### src/rtl/sb_rx_deser_pkg.sv
// rtl/sb_rx_deser_pkg.sv - shared sideband RX definitions
//
// Purpose: state encoding and default geometry shared by the sideband
//          deserializer and the downstream RX FSM.
// Ports:   none (package).

package sb_rx_deser_pkg;

   // Default packet width in UI and minimum idle UI between packets.
   localparam int SB_DATA_W  = 64;
   localparam int SB_GAP_MIN = 32;

   typedef enum logic [1:0] {
      ST_IDLE  = 2'd0,
      ST_SHIFT = 2'd1,
      ST_GAP   = 2'd2
   } sb_state_t;

   // Counter width for a count range of 0..n-1, never narrower than one bit.
   function automatic int sb_cnt_w(input int n);
      return (n > 1) ? $clog2(n) : 1;
   endfunction

endpackage

### src/rtl/sb_rx_deser.sv
// rtl/sb_rx_deser.sv - sideband serial-to-parallel packet deserializer
//
// Purpose: collects DATA_W serial bits (LSB first) into a packet, enforces a
//          minimum idle gap between packets and flags truncated packets.
// Ports:
//   i_clk          sideband RX clock, rising-edge sampling
//   i_rst_n        asynchronous active-low reset
//   i_enable       deserializer enable, low forces IDLE
//   i_bit_valid    serial bit present this cycle
//   i_serial_data  serial bit
//   o_deser_data   last completed packet, bit 0 = first bit received
//   o_de_ser_done  one-cycle pulse, o_deser_data newly valid
//   o_frame_error  one-cycle pulse, truncated packet or short gap
//   o_busy         high while a packet is being shifted in

module sb_rx_deser
   import sb_rx_deser_pkg::*;
#(
   parameter int DATA_W  = SB_DATA_W,
   parameter int GAP_MIN = SB_GAP_MIN
) (
   input  logic              i_clk,
   input  logic              i_rst_n,
   input  logic              i_enable,
   input  logic              i_bit_valid,
   input  logic              i_serial_data,
   output logic [DATA_W-1:0] o_deser_data,
   output logic              o_de_ser_done,
   output logic              o_frame_error,
   output logic              o_busy
);

   localparam int CNT_W = sb_cnt_w(DATA_W);
   localparam int GAP_W = sb_cnt_w(GAP_MIN + 1);

   localparam logic [CNT_W-1:0] LAST_IDX  = CNT_W'(DATA_W - 1);
   localparam logic [GAP_W-1:0] GAP_LIMIT = GAP_W'(GAP_MIN);

   sb_state_t         state;
   sb_state_t         state_nxt;
   logic [CNT_W-1:0]  bit_cnt;
   logic [CNT_W-1:0]  bit_cnt_nxt;
   logic [GAP_W-1:0]  gap_cnt;
   logic [GAP_W-1:0]  gap_cnt_nxt;
   logic [DATA_W-1:0] shreg;
   logic [DATA_W-1:0] shreg_nxt;
   logic [DATA_W-1:0] data_nxt;
   logic              done_nxt;
   logic              err_nxt;
   logic              last_bit;

   assign last_bit = (bit_cnt == LAST_IDX);

   // State register
   always_ff @(posedge i_clk or negedge i_rst_n) begin
      if (!i_rst_n) begin
         state <= ST_IDLE;
      end else begin
         state <= state_nxt;
      end
   end

   // Next-state logic; enable low overrides everything, including a last bit.
   always_comb begin
      state_nxt = state;
      if (!i_enable) begin
         state_nxt = ST_IDLE;
      end else begin
         case (state)
            ST_IDLE: begin
               if (i_bit_valid) state_nxt = ST_SHIFT;
            end
            ST_SHIFT: begin
               if (!i_bit_valid)  state_nxt = ST_IDLE;
               else if (last_bit) state_nxt = ST_GAP;
            end
            ST_GAP: begin
               if (i_bit_valid) state_nxt = ST_SHIFT;
            end
            default: state_nxt = ST_IDLE;
         endcase
      end
   end

   // Output / datapath next values; registered below so no input reaches an
   // output combinationally.
   always_comb begin
      bit_cnt_nxt = bit_cnt;
      gap_cnt_nxt = gap_cnt;
      shreg_nxt   = shreg;
      data_nxt    = o_deser_data;
      done_nxt    = 1'b0;
      err_nxt     = 1'b0;
      if (!i_enable) begin
         bit_cnt_nxt = '0;
         gap_cnt_nxt = '0;
      end else begin
         case (state)
            ST_IDLE: begin
               if (i_bit_valid) begin
                  shreg_nxt[0] = i_serial_data;
                  bit_cnt_nxt  = CNT_W'(1);
               end
            end
            ST_SHIFT: begin
               if (!i_bit_valid) begin
                  bit_cnt_nxt = '0;
                  err_nxt     = 1'b1;
               end else begin
                  shreg_nxt[bit_cnt] = i_serial_data;
                  // Explicit zero keeps the wrap correct for non power-of-two widths.
                  bit_cnt_nxt = last_bit ? '0 : bit_cnt + CNT_W'(1);
                  if (last_bit) begin
                     data_nxt    = shreg_nxt;
                     done_nxt    = 1'b1;
                     gap_cnt_nxt = '0;
                  end
               end
            end
            ST_GAP: begin
               if (i_bit_valid) begin
                  // A short gap is flagged but the bit still starts a packet,
                  // so the receiver resynchronises on the early sender.
                  shreg_nxt[0] = i_serial_data;
                  bit_cnt_nxt  = CNT_W'(1);
                  gap_cnt_nxt  = '0;
                  err_nxt      = (gap_cnt < GAP_LIMIT);
               end else if (gap_cnt != GAP_LIMIT) begin
                  gap_cnt_nxt = gap_cnt + GAP_W'(1);
               end
            end
            default: begin
               bit_cnt_nxt = '0;
               gap_cnt_nxt = '0;
            end
         endcase
      end
   end

   // Datapath and output registers
   always_ff @(posedge i_clk or negedge i_rst_n) begin
      if (!i_rst_n) begin
         bit_cnt       <= '0;
         gap_cnt       <= '0;
         shreg         <= '0;
         o_deser_data  <= '0;
         o_de_ser_done <= 1'b0;
         o_frame_error <= 1'b0;
         o_busy        <= 1'b0;
      end else begin
         bit_cnt       <= bit_cnt_nxt;
         gap_cnt       <= gap_cnt_nxt;
         shreg         <= shreg_nxt;
         o_deser_data  <= data_nxt;
         o_de_ser_done <= done_nxt;
         o_frame_error <= err_nxt;
         o_busy        <= (state_nxt == ST_SHIFT);
      end
   end

endmodule

### config.mk
export PLATFORM = sky130hd
export DESIGN_NAME = sb_rx_deser
export DESIGN_NICKNAME = d
export VERILOG_FILES = /design/src/rtl/sb_rx_deser_pkg.sv /design/src/rtl/sb_rx_deser.sv
export SDC_FILE = /design/constraint.sdc
export NUM_CORES = 1
export LEC_CHECK = 0
export ABC_AREA = 1
export CAP_MARGIN = 20
export CORE_ASPECT_RATIO = 0.9
export CORE_UTILIZATION = 44
export DETAILED_ROUTE_END_ITERATION = 10
export DONT_BUFFER_PORTS = 1
export GPL_ROUTABILITY_DRIVEN = 0
export SLEW_MARGIN = 20
export SYNTH_ARGS = -nofsm -noshare
export SYNTH_HDL_FRONTEND = slang
export SYNTH_SLANG_ARGS = --single-unit
### constraint.sdc
create_clock -name i_clk -period 2 [get_ports i_clk]
set_input_delay 0.1 -clock i_clk [delete_from_list [all_inputs] [get_ports i_clk]]
set_output_delay 0.1 -clock i_clk [all_outputs]
set_load 0.05 [all_outputs]
==> results of run 1 <==
[final timing paths]
check / start / end / slack [ps] / cells past startpoint
min in group i_clk: i_bit_valid / bit_cnt[0] / 50 / 4
worst max register to register: bit_cnt[2] / shreg[14] / 160 / 6
worst max-delay path: bit_cnt[2] / shreg[14] / 160 / 6
worst min register to register: shreg[59] / shreg[59] / 480 / 2
worst min-delay path: i_rst_n / gap_cnt[4] / -630 / 0
max in group asynchronous: i_rst_n / bit_cnt[0] / 2400 / 0
[per-layer routing]
metal / wire length (microns) / GRT usage [%] / share of wire, % / up-vias
met3: 697 / 5.73 / 4.7 / 27
met4: 300 / 8.05 / 2.0 / 0
met2: 6900 / 31.4 / 46 / 126
li1: - / - / - / 2586
met1: 7080 / 28.1 / 47 / 2395
met5: 0 / 0 / 0 / -
[cell usage after synthesis]
| cell type | number | share of area [%] |
|---|---|---|
| inv_2 | 3 | 0.17 |
| o21ai_0 | 106 | 8.1 |
| buf_1 | 4 | 0.23 |
| buf_4 | 2 | 0.23 |
| nor4_1 | 2 | 0.19 |
| nor2_2 | 2 | 0.19 |
| nor3_4 | 1 | 0.25 |
| buf_2 | 10 | 0.76 |
| o21bai_1 | 1 | 0.11 |
| nand2_4 | 1 | 0.17 |
| dfrtp_1 | 145 | 55 |
| inv_4 | 1 | 0.095 |
| nand2_1 | 239 | 14 |
| a21oi_1 | 52 | 4.0 |
| o21ai_1 | 44 | 3.4 |
| nor3_1 | 16 | 1.2 |
| nand2_2 | 2 | 0.19 |
| nor2_4 | 1 | 0.17 |
| nand3b_1 | 2 | 0.23 |
| nand3_1 | 14 | 1.1 |
| nor3_2 | 3 | 0.46 |
| clkbuf_2 | 4 | 0.31 |
| a31oi_1 | 4 | 0.38 |
| inv_1 | 26 | 1.5 |
| nor2_8 | 2 | 0.61 |
| ha_1 | 7 | 1.3 |
| nand4_1 | 2 | 0.19 |
| clkbuf_1 | 14 | 0.80 |
| buf_6 | 5 | 0.86 |
| nor2_1 | 69 | 3.9 |
[registers in the layout (all words and copies together), names as in the netlist]
signal	count
o_frame_error	1
shreg	64
o_busy	1
state	2
bit_cnt	6
o_deser_data	64
gap_cnt	6
o_de_ser_done	1
[layout make-up]
cell class	count	share of cell area (%)
repair buffers	24	3.20
clock buffers	20	6.22
flip-flops and latches	145	48.4
clock inverters	12	2.35
multi-input cells	570	35.1
inverters	30	1.55
well taps	193	3.22
[per-stage QoR]
step	std cells	instance area, sq um
4_1_cts	994	7490
2_1_floorplan	784	6560
5_1_grt	994	7500
3_5_place_dp	958	6800
6_report	994	7500
3_3_place_gp	958	6800
[where the power goes]
group	switching (W)	total, W	internal (W)
clock network	0.00124	0.00343	0.00219
logic	0.000129	0.000186	0.0000563
registers	0.0000246	0.00298	0.00295
[repair_timing]
item / 4_1_cts / 5_1_grt
endpoints found under the hold margin: 158 / 145
resized for setup: 0 / 4
endpoints found under the setup margin: 0 / 27
[cell families after synthesis]
group                      Yosys count
and+or+nand+nor                    356
adders and majority gates            7
buffers and inverters               69
AOI/OAI and AO/OA                  207
DFF                                145
[worst max-delay path, stage by stage (launching register included)]
cell and delay (ps):
dfrtp_1 560, nand2_1 190, nor2_2 330, buf_4 200, nand2_1 70, a21oi_1 230, o21ai_0 110
==> results.txt, run 1 <==
----------------------------------------------------
[Placement]
  Post-placement worst setup slack ... 143 ps
  IO Port Bufs ... 0
  Final HPWL DP ... slightly below 10000 microns

[Synthesis]
  Syn_nets ... 796
  Share of the synthesized area in compound gates (AO/OA/AOI/OAI) ... 15.9%
  Dominant combinational cell family by area after synthesis ... simple AND/OR/NAND/NOR gates
  Yosys warnings ... 0
  Instance count of the mapped netlist ... a little under 800
  Share of the yosys chip area belonging to registers ... 55.3%
  Simple-gate share of the synthesized area ... 22.6%
  Share of synthesized cell area in full adder, half adder and majority cells ... 1.33%
  Average size of a mapped cell ... 8.37 sq um
  Number of register bits inferred by synthesis ... 145
  Xor and xnor area share after synthesis ... 0%
  Multiplexer share of the synthesized area ... 0%
  Synth Cell Area ... 6560 sq um
  Synth unique cells ... 30

[GRT]
  Largest net degree at the start of global routing ... roughly 150
  Number of global-route vias before repair ... 4951
  Global Route Usage Sum ... roughly a fifth
  Antenna violations before repair ... 0
  Global-route wire length before repair ... 24400 microns
  Gr ovfl total ... 0

[Timing]
  Share of the cycle needed by the critical path after routing ... roughly nine tenths
  Worst clock skew ... 11.0 ps
  Final hold viol count ... 145
  Final Setup Violations ... 0
  Tightest Pin Transition ... 535 ps
  Maximum clock frequency ... 0.545 GHz
  Worst slew margin relative to its limit ... 64.3%
  Final Max Slew Viols ... 0
  Setup repair after global routing missed its margin ... no
  Worst Hold Slack ... -633 ps
  Fin Setup TNS ... 0 ps
  Clock period minus worst slack ... 1840 ps
  Setup slack after layout ... about 160 ps

[Die]
  Die ar. ... 15400 sq um
  Initial core utilization ... 45.9%
  Ports placed on the boundary ... 72
  Area of the core region ... roughly 14000 sq um
  Die height ... around 120 microns
  Count of standard-cell rows ... 41
  Chip Width ... 131 microns

[Routing]
  Final wirelength ... 15000 microns
  Detailed-route vias per instance ... 5.16
  Final ANT Viol Nets ... 0
  WL/cell ... 15.1 microns
  DRC violations left ... 0
  Total vias in the final route ... just over 5000
  Number of detailed-routing iterations run before antenna repair ... 5
  Starting DRC count in detailed routing ... 408

[Critical path]
  Nature of the critical path endpoint ... flip-flop
  Largest fanout of any net on the critical path ... 7
  WP data required ... 2290 ps
  Worst Path Class, Setup ... flip-flop to flip-flop
  Launching element type of the critical path ... flip-flop
  Data arrival time of the worst path ... 2120 ps

[Finish]
  Footprint of the multi-input gates ... about 2600 sq um
  Share of cells above drive strength 1 ... 8.99%
  Layout area overhead ... 14.3%
  Most frequent standard cell in the layout excluding fill and tap cells ... nand2_1
  Layout Utilization ... 52.4%
  Antenna diodes ... 0
  Commonest non-fill, non-tap cells in the layout ... nand2_1, dfrtp_1, o21ai_0
  Seq. cell area ... roughly 3600 sq um
  Final-stage net count ... 800
  Number of filler cells placed in the layout ... approximately 1300

[Clock network]
  Root cell of the clock tree ... clkbuf_16
  Clock network latency to the later pin of the worst-skew pair ... 430 ps
  CTS Hold Bufs ... 4
  Clock tree from TritonCTS ... yes
  Htree depth ... 4
  Worst-path clk slew ... 60 ps
  Buffer levels on the longest clock path ... 2
  Clock sink total ... 145
  Number of post-CTS setup repair buffers ... 0
  Number of buffers added by the clock tree synthesis step ... 17

[Pwr]
  Power Total ... between 0.006 and 0.007 W
  Maximum ir drop on the vdd rail ... 0.000571 V
  Power density relative to cell area ... around 880 nW/um^2
  Reported leakage power ... approximately 3.3 nW

[Status]
  Outcome ... complete, but fails checks
  Violations in the final reports ... negative hold slack

[Flow run]
  Max_cap viols ... 0

[Hold path]
  Hold/Removal Path Class ... input pin to async pin

----------------------------------------------------
No activity file was read; power rests on OpenSTA's default activity.
==> run 2: changes to the inputs <==
--- a/config.mk
+++ b/config.mk
@@ -8,7 +8,7 @@
 export ABC_AREA = 1
 export CAP_MARGIN = 20
 export CORE_ASPECT_RATIO = 0.9
-export CORE_UTILIZATION = 44
+export CORE_UTILIZATION = 45
 export DETAILED_ROUTE_END_ITERATION = 10
 export DONT_BUFFER_PORTS = 1
 export GPL_ROUTABILITY_DRIVEN = 0
==> results.txt, run 2 (synthesis results as in run 1) <==
----------------------------------------------------
[Critical path]
  WP data required ... about 2300 ps
  Data arrival time of the worst path ... slightly above 2000 ps
  Nature of the critical path endpoint ... flip-flop
  Largest fanout of any net on the critical path ... 60
  Worst Path Class, Setup ... flip-flop to flip-flop
  Launching element type of the critical path ... flip-flop

[Timing]
  Fin Setup TNS ... 0 ps
  Worst slew margin relative to its limit ... 65.9%
  Final Max Slew Viols ... 0
  Final hold viol count ... around 150
  Worst Hold Slack ... -626 ps
  Maximum clock frequency ... 0.562 GHz
  Share of the cycle needed by the critical path after routing ... 89.0%
  Tightest Pin Transition ... 512 ps
  Final Setup Violations ... 0
  Clock period minus worst slack ... 1780 ps
  Setup repair after global routing missed its margin ... no
  Worst clock skew ... 6.67 ps

[Die]
  Count of standard-cell rows ... 41
  Chip Width ... 129 microns
  Die ar. ... 15100 sq um
  Ports placed on the boundary ... 72
  Area of the core region ... 14100 sq um
  Initial core utilization ... 46.5%
  Die height ... 117 microns

[Routing]
  Detailed-route vias per instance ... 5.19
  DRC violations left ... 0
  WL/cell ... 14.7 microns
  Starting DRC count in detailed routing ... 359
  Total vias in the final route ... just over 5000
  Final ANT Viol Nets ... 0
  Final wirelength ... 14600 microns
  Number of detailed-routing iterations run before antenna repair ... 5

[GRT]
  Number of global-route vias before repair ... 5005
  Gr ovfl total ... 0
  Global Route Usage Sum ... 21.5%
  Largest net degree at the start of global routing ... 146
  Global-route wire length before repair ... 24500 microns
  Antenna violations before repair ... 0

[Finish]
  Most frequent standard cell in the layout excluding fill and tap cells ... nand2_1
  Layout area overhead ... 13.9%
  Final-stage net count ... ~800
  Antenna diodes ... 0
  Commonest non-fill, non-tap cells in the layout ... nand2_1, dfrtp_1, o21ai_0
  Number of filler cells placed in the layout ... 1288
  Share of cells above drive strength 1 ... 8.75%
  Top flop regs ... o_deser_data (64), shreg (64)

[Clock network]
  Buffer levels on the longest clock path ... 2
  Worst-path clk slew ... 60 ps
  Htree depth ... 4
  Clock tree from TritonCTS ... yes
  Root cell of the clock tree ... clkbuf_16
  CTS Hold Bufs ... 4
  Clock network latency to the later pin of the worst-skew pair ... 430 ps
  Number of post-CTS setup repair buffers ... 0
  Number of buffers added by the clock tree synthesis step ... 17
  Clock sink total ... around 150

[Status]
  Violations in the final reports ... negative hold slack
  Outcome ... complete, but fails checks

[Pwr]
  Power Total ... 0.00654 W
  Reported leakage power ... 3.31 nW
  Power density relative to cell area ... 874 nW/um^2
  Maximum ir drop on the vdd rail ... 0.000606 V

[Placement]
  Final HPWL DP ... 9390 microns
  IO Port Bufs ... 0

[Hold path]
  Hold/Removal Path Class ... input pin to async pin

[Flow run]
  Max_cap viols ... 0

----------------------------------------------------
==> run 2: critical path, stage by stage (launching register included) <==
cell and delay, ps:
dfrtp_1 410, inv_1 120, ha_2 220, nand2_1 80, inv_2 100, nand2_4 80, nor2_8 140, clkinv_2 100
buf_8 210, nand2_1 90, o21ai_0 90
==> run 2: per-stage QoR <==
stage          cells  hold slack, ps  area (sq um)  setup slack (ps)  utilization, %
6_report         993            -626          7480               220            53.0
5_1_grt          993            -655          7480              21.1            53.0
4_1_cts          993            -649          7460               110            52.9
3_5_place_dp     957            -190          6780               129            48.1
3_3_place_gp     957            -190          6780               249            48.1
2_1_floorplan    784            -196          6560               360               -
==> run 2: worst paths after layout <==
check,start,to,slack [ps],cells after the start
setup / recovery,state[1],o_deser_data[56],220,10
hold / removal,i_rst_n,o_deser_data[24],-630,0
setup reg to reg,state[1],o_deser_data[56],220,10
hold reg to reg,shreg[1],shreg[1],480,2
max in group asynchronous,i_rst_n,shreg[14],2420,0
min in group i_clk,i_enable,bit_cnt[3],40,2
==> run 2: area by class of cell <==
class	instances	area, sq um	share of cell area (%)
multi-input cells	570	2630	35.2
well taps	193	241	3.23
inverters	30	116	1.56
clock buffers	19	453	6.06
repair buffers	23	228	3.05
clock inverters	13	183	2.44
flip-flops and latches	145	3630	48.5
==> run 2: timing repair <==
action / in CTS / in global routing
resized for setup: 0 / 6
setup endpoints to repair: 0 / 32
endpoints found under the hold margin: 157 / 145
==> run 2: layer usage <==
metal  global-route usage (%)  share of wire (%)  vias to the layer above
met5                        0                  0                        -
met4                     9.02                1.7                        0
met3                     6.64                5.4                       22
met2                     33.9                 47                      127
met1                     27.5                 46                     2425
li1                         -                  -                     2582
==> run 2: where the power goes <==
| part | switching [W] | internal [W] | leakage, nW |
|---|---|---|---|
| registers | 0.0000201 | 0.00295 | 2.02 |
| logic | 0.000137 | 0.0000551 | 0.990 |
| clock network | 0.00122 | 0.00215 | 0.302 |
| total | 0.00138 | 0.00516 | 3.31 |
==> run 3: changes to the inputs <==
--- a/config.mk
+++ b/config.mk
@@ -9,6 +9,7 @@
 export CAP_MARGIN = 20
 export CORE_ASPECT_RATIO = 0.9
 export CORE_UTILIZATION = 45
+export CTS_BUF_LIST = sky130_fd_sc_hd__clkbuf_8
 export DETAILED_ROUTE_END_ITERATION = 10
 export DONT_BUFFER_PORTS = 1
 export GPL_ROUTABILITY_DRIVEN = 0
==> results.txt, run 3 (synthesis results as in run 1) <==
----------------------------------------------------
[Status]
  Outcome ... complete, but fails checks
  Violations in the final reports ... negative hold slack

[Pwr]
  Power Total ... 0.00573 W
  Reported leakage power ... between 3 and 4 nW
  Power density relative to cell area ... 786 nW/um^2
  Maximum ir drop on the vdd rail ... 0.000404 V

[Die]
  Die ar. ... approximately 15000 sq um
  Count of standard-cell rows ... 41
  Chip Width ... 129 microns
  Area of the core region ... 14100 sq um
  Die height ... between 100 and 150 microns
  Ports placed on the boundary ... 72
  Initial core utilization ... 46.5%

[Timing]
  Final Max Slew Viols ... 0
  Fin Setup TNS ... 0 ps
  Worst Hold Slack ... -663 ps
  Final Setup Violations ... 0
  Maximum clock frequency ... 0.561 GHz
  Tightest Pin Transition ... 514 ps
  Worst clock skew ... between 10 and 15 ps
  Share of the cycle needed by the critical path after routing ... 89.1%
  Final hold viol count ... 145
  Setup repair after global routing missed its margin ... no
  Setup slack after layout ... 219 ps
  Clock period minus worst slack ... 1780 ps
  Worst slew margin relative to its limit ... 65.7%

[Finish]
  Commonest non-fill, non-tap cells in the layout ... nand2_1, dfrtp_1, o21ai_0
  Most frequent standard cell in the layout excluding fill and tap cells ... nand2_1
  Number of filler cells placed in the layout ... 1313
  Final-stage net count ... 799
  Non-filler instance count after layout ... ~990
  Share of cells above drive strength 1 ... 8.75%
  Layout area overhead ... 11.0%
  Top flop regs ... o_deser_data (64), shreg (64)
  Antenna diodes ... 0

[Critical path]
  Worst Path Class, Setup ... flip-flop to flip-flop
  Largest fanout of any net on the critical path ... 60
  Max incr delay on CP ... 410 ps
  CP bufs+invs ... 4
  R2R setup slack ... 220 ps
  Launching element type of the critical path ... flip-flop
  Most repeated library cell on the critical path ... nand2_1
  Library cell contributing the largest single delay on the critical path ... dfrtp_1
  Data arrival time of the worst path ... 2100 ps
  Critical path cell sequence ... inv_1 > ha_2 > nand2_1 > inv_2 > nand2_4 > nor2_8 > clkinv_2 > buf_8 > nand2_1 > o21ai_0
  Nature of the critical path endpoint ... flip-flop
  Gate family responsible for the most delay along the worst path ... buffers and inverters
  WP data required ... 2320 ps

[Hold path]
  Hold/Removal Path Class ... input pin to async pin

[GRT]
  Global-route wire length before repair ... 24200 microns
  Largest net degree at the start of global routing ... 146
  Global Route Usage Sum ... between 20% and 30%
  Number of global-route vias before repair ... 4916
  Antenna violations before repair ... 0
  Gr ovfl total ... 0

[Clock network]
  Htree depth ... 4
  Buffer levels on the longest clock path ... 2
  Clock tree from TritonCTS ... yes
  CTS Hold Bufs ... 4
  Clock network latency to the later pin of the worst-skew pair ... around 460 ps
  Number of buffers added by the clock tree synthesis step ... 17
  Clock sink total ... ~150
  Root cell of the clock tree ... clkbuf_8
  Worst-path clk slew ... 80 ps

[Placement]
  Placed instance count ... 957
  Post-placement worst setup slack ... 129 ps
  IO Port Bufs ... 0
  Final HPWL DP ... 9390 microns

[Flow run]
  Max_cap viols ... 0

[Routing]
  Detailed-route vias per instance ... 5.22
  Number of detailed-routing iterations run before antenna repair ... 5
  Final ANT Viol Nets ... 0
  Total vias in the final route ... 5180
  Starting DRC count in detailed routing ... 361
  Final wirelength ... ~15000 microns
  WL/cell ... about 15 microns
  DRC violations left ... 0

----------------------------------------------------
## run 3: final timing paths
kind	startpoint	to	cells past startpoint
min in group i_clk	i_serial_data	shreg[0]	4
worst min register to register	shreg[45]	shreg[45]	2
worst min-delay path	i_rst_n	o_deser_data[24]	0
max in group asynchronous	i_rst_n	state[0]	0
worst max register to register	state[1]	o_deser_data[50]	10
worst max-delay path	state[1]	o_deser_data[50]	10
## run 3: timing repair
item,in CTS,in global routing
endpoints found under the setup margin,0,32
setup buffers,0,0
gates resized for setup,0,6
hold endpoints to repair,161,145
## run 3: cell type report
cell class,instances,area (sq um),area share (%)
inverters,30,116,1.60
multi-input cells,570,2630,36.1
clock inverters,13,183,2.51
repair buffers,23,228,3.12
flip-flops and latches,145,3630,49.8
well taps,193,241,3.31
clock buffers,19,262,3.59
## run 3: where the power goes
part / switching (W) / internal [W]
logic: 0.000138 / 0.0000549
registers: 0.0000206 / 0.00295
clock network: 0.00114 / 0.00142
## run 3: routing by layer
| metal | vias up | track usage (%) | part of all wire (%) |
|---|---|---|---|
| met1 | 2455 | 27.4 | 46 |
| li1 | 2580 | - | - |
| met4 | 0 | 8.24 | 1.6 |
| met2 | 126 | 33.3 | 47 |
| met3 | 19 | 6.60 | 5.6 |
| met5 | - | 0 | 0 |
## run 3: through the flow
step / utilization [%] / instance area (sq um)
2_1_floorplan: - / 6560
4_1_cts: 51.5 / 7270
6_report: 51.7 / 7290
3_5_place_dp: 48.1 / 6780
5_1_grt: 51.7 / 7290
3_3_place_gp: 48.1 / 6780
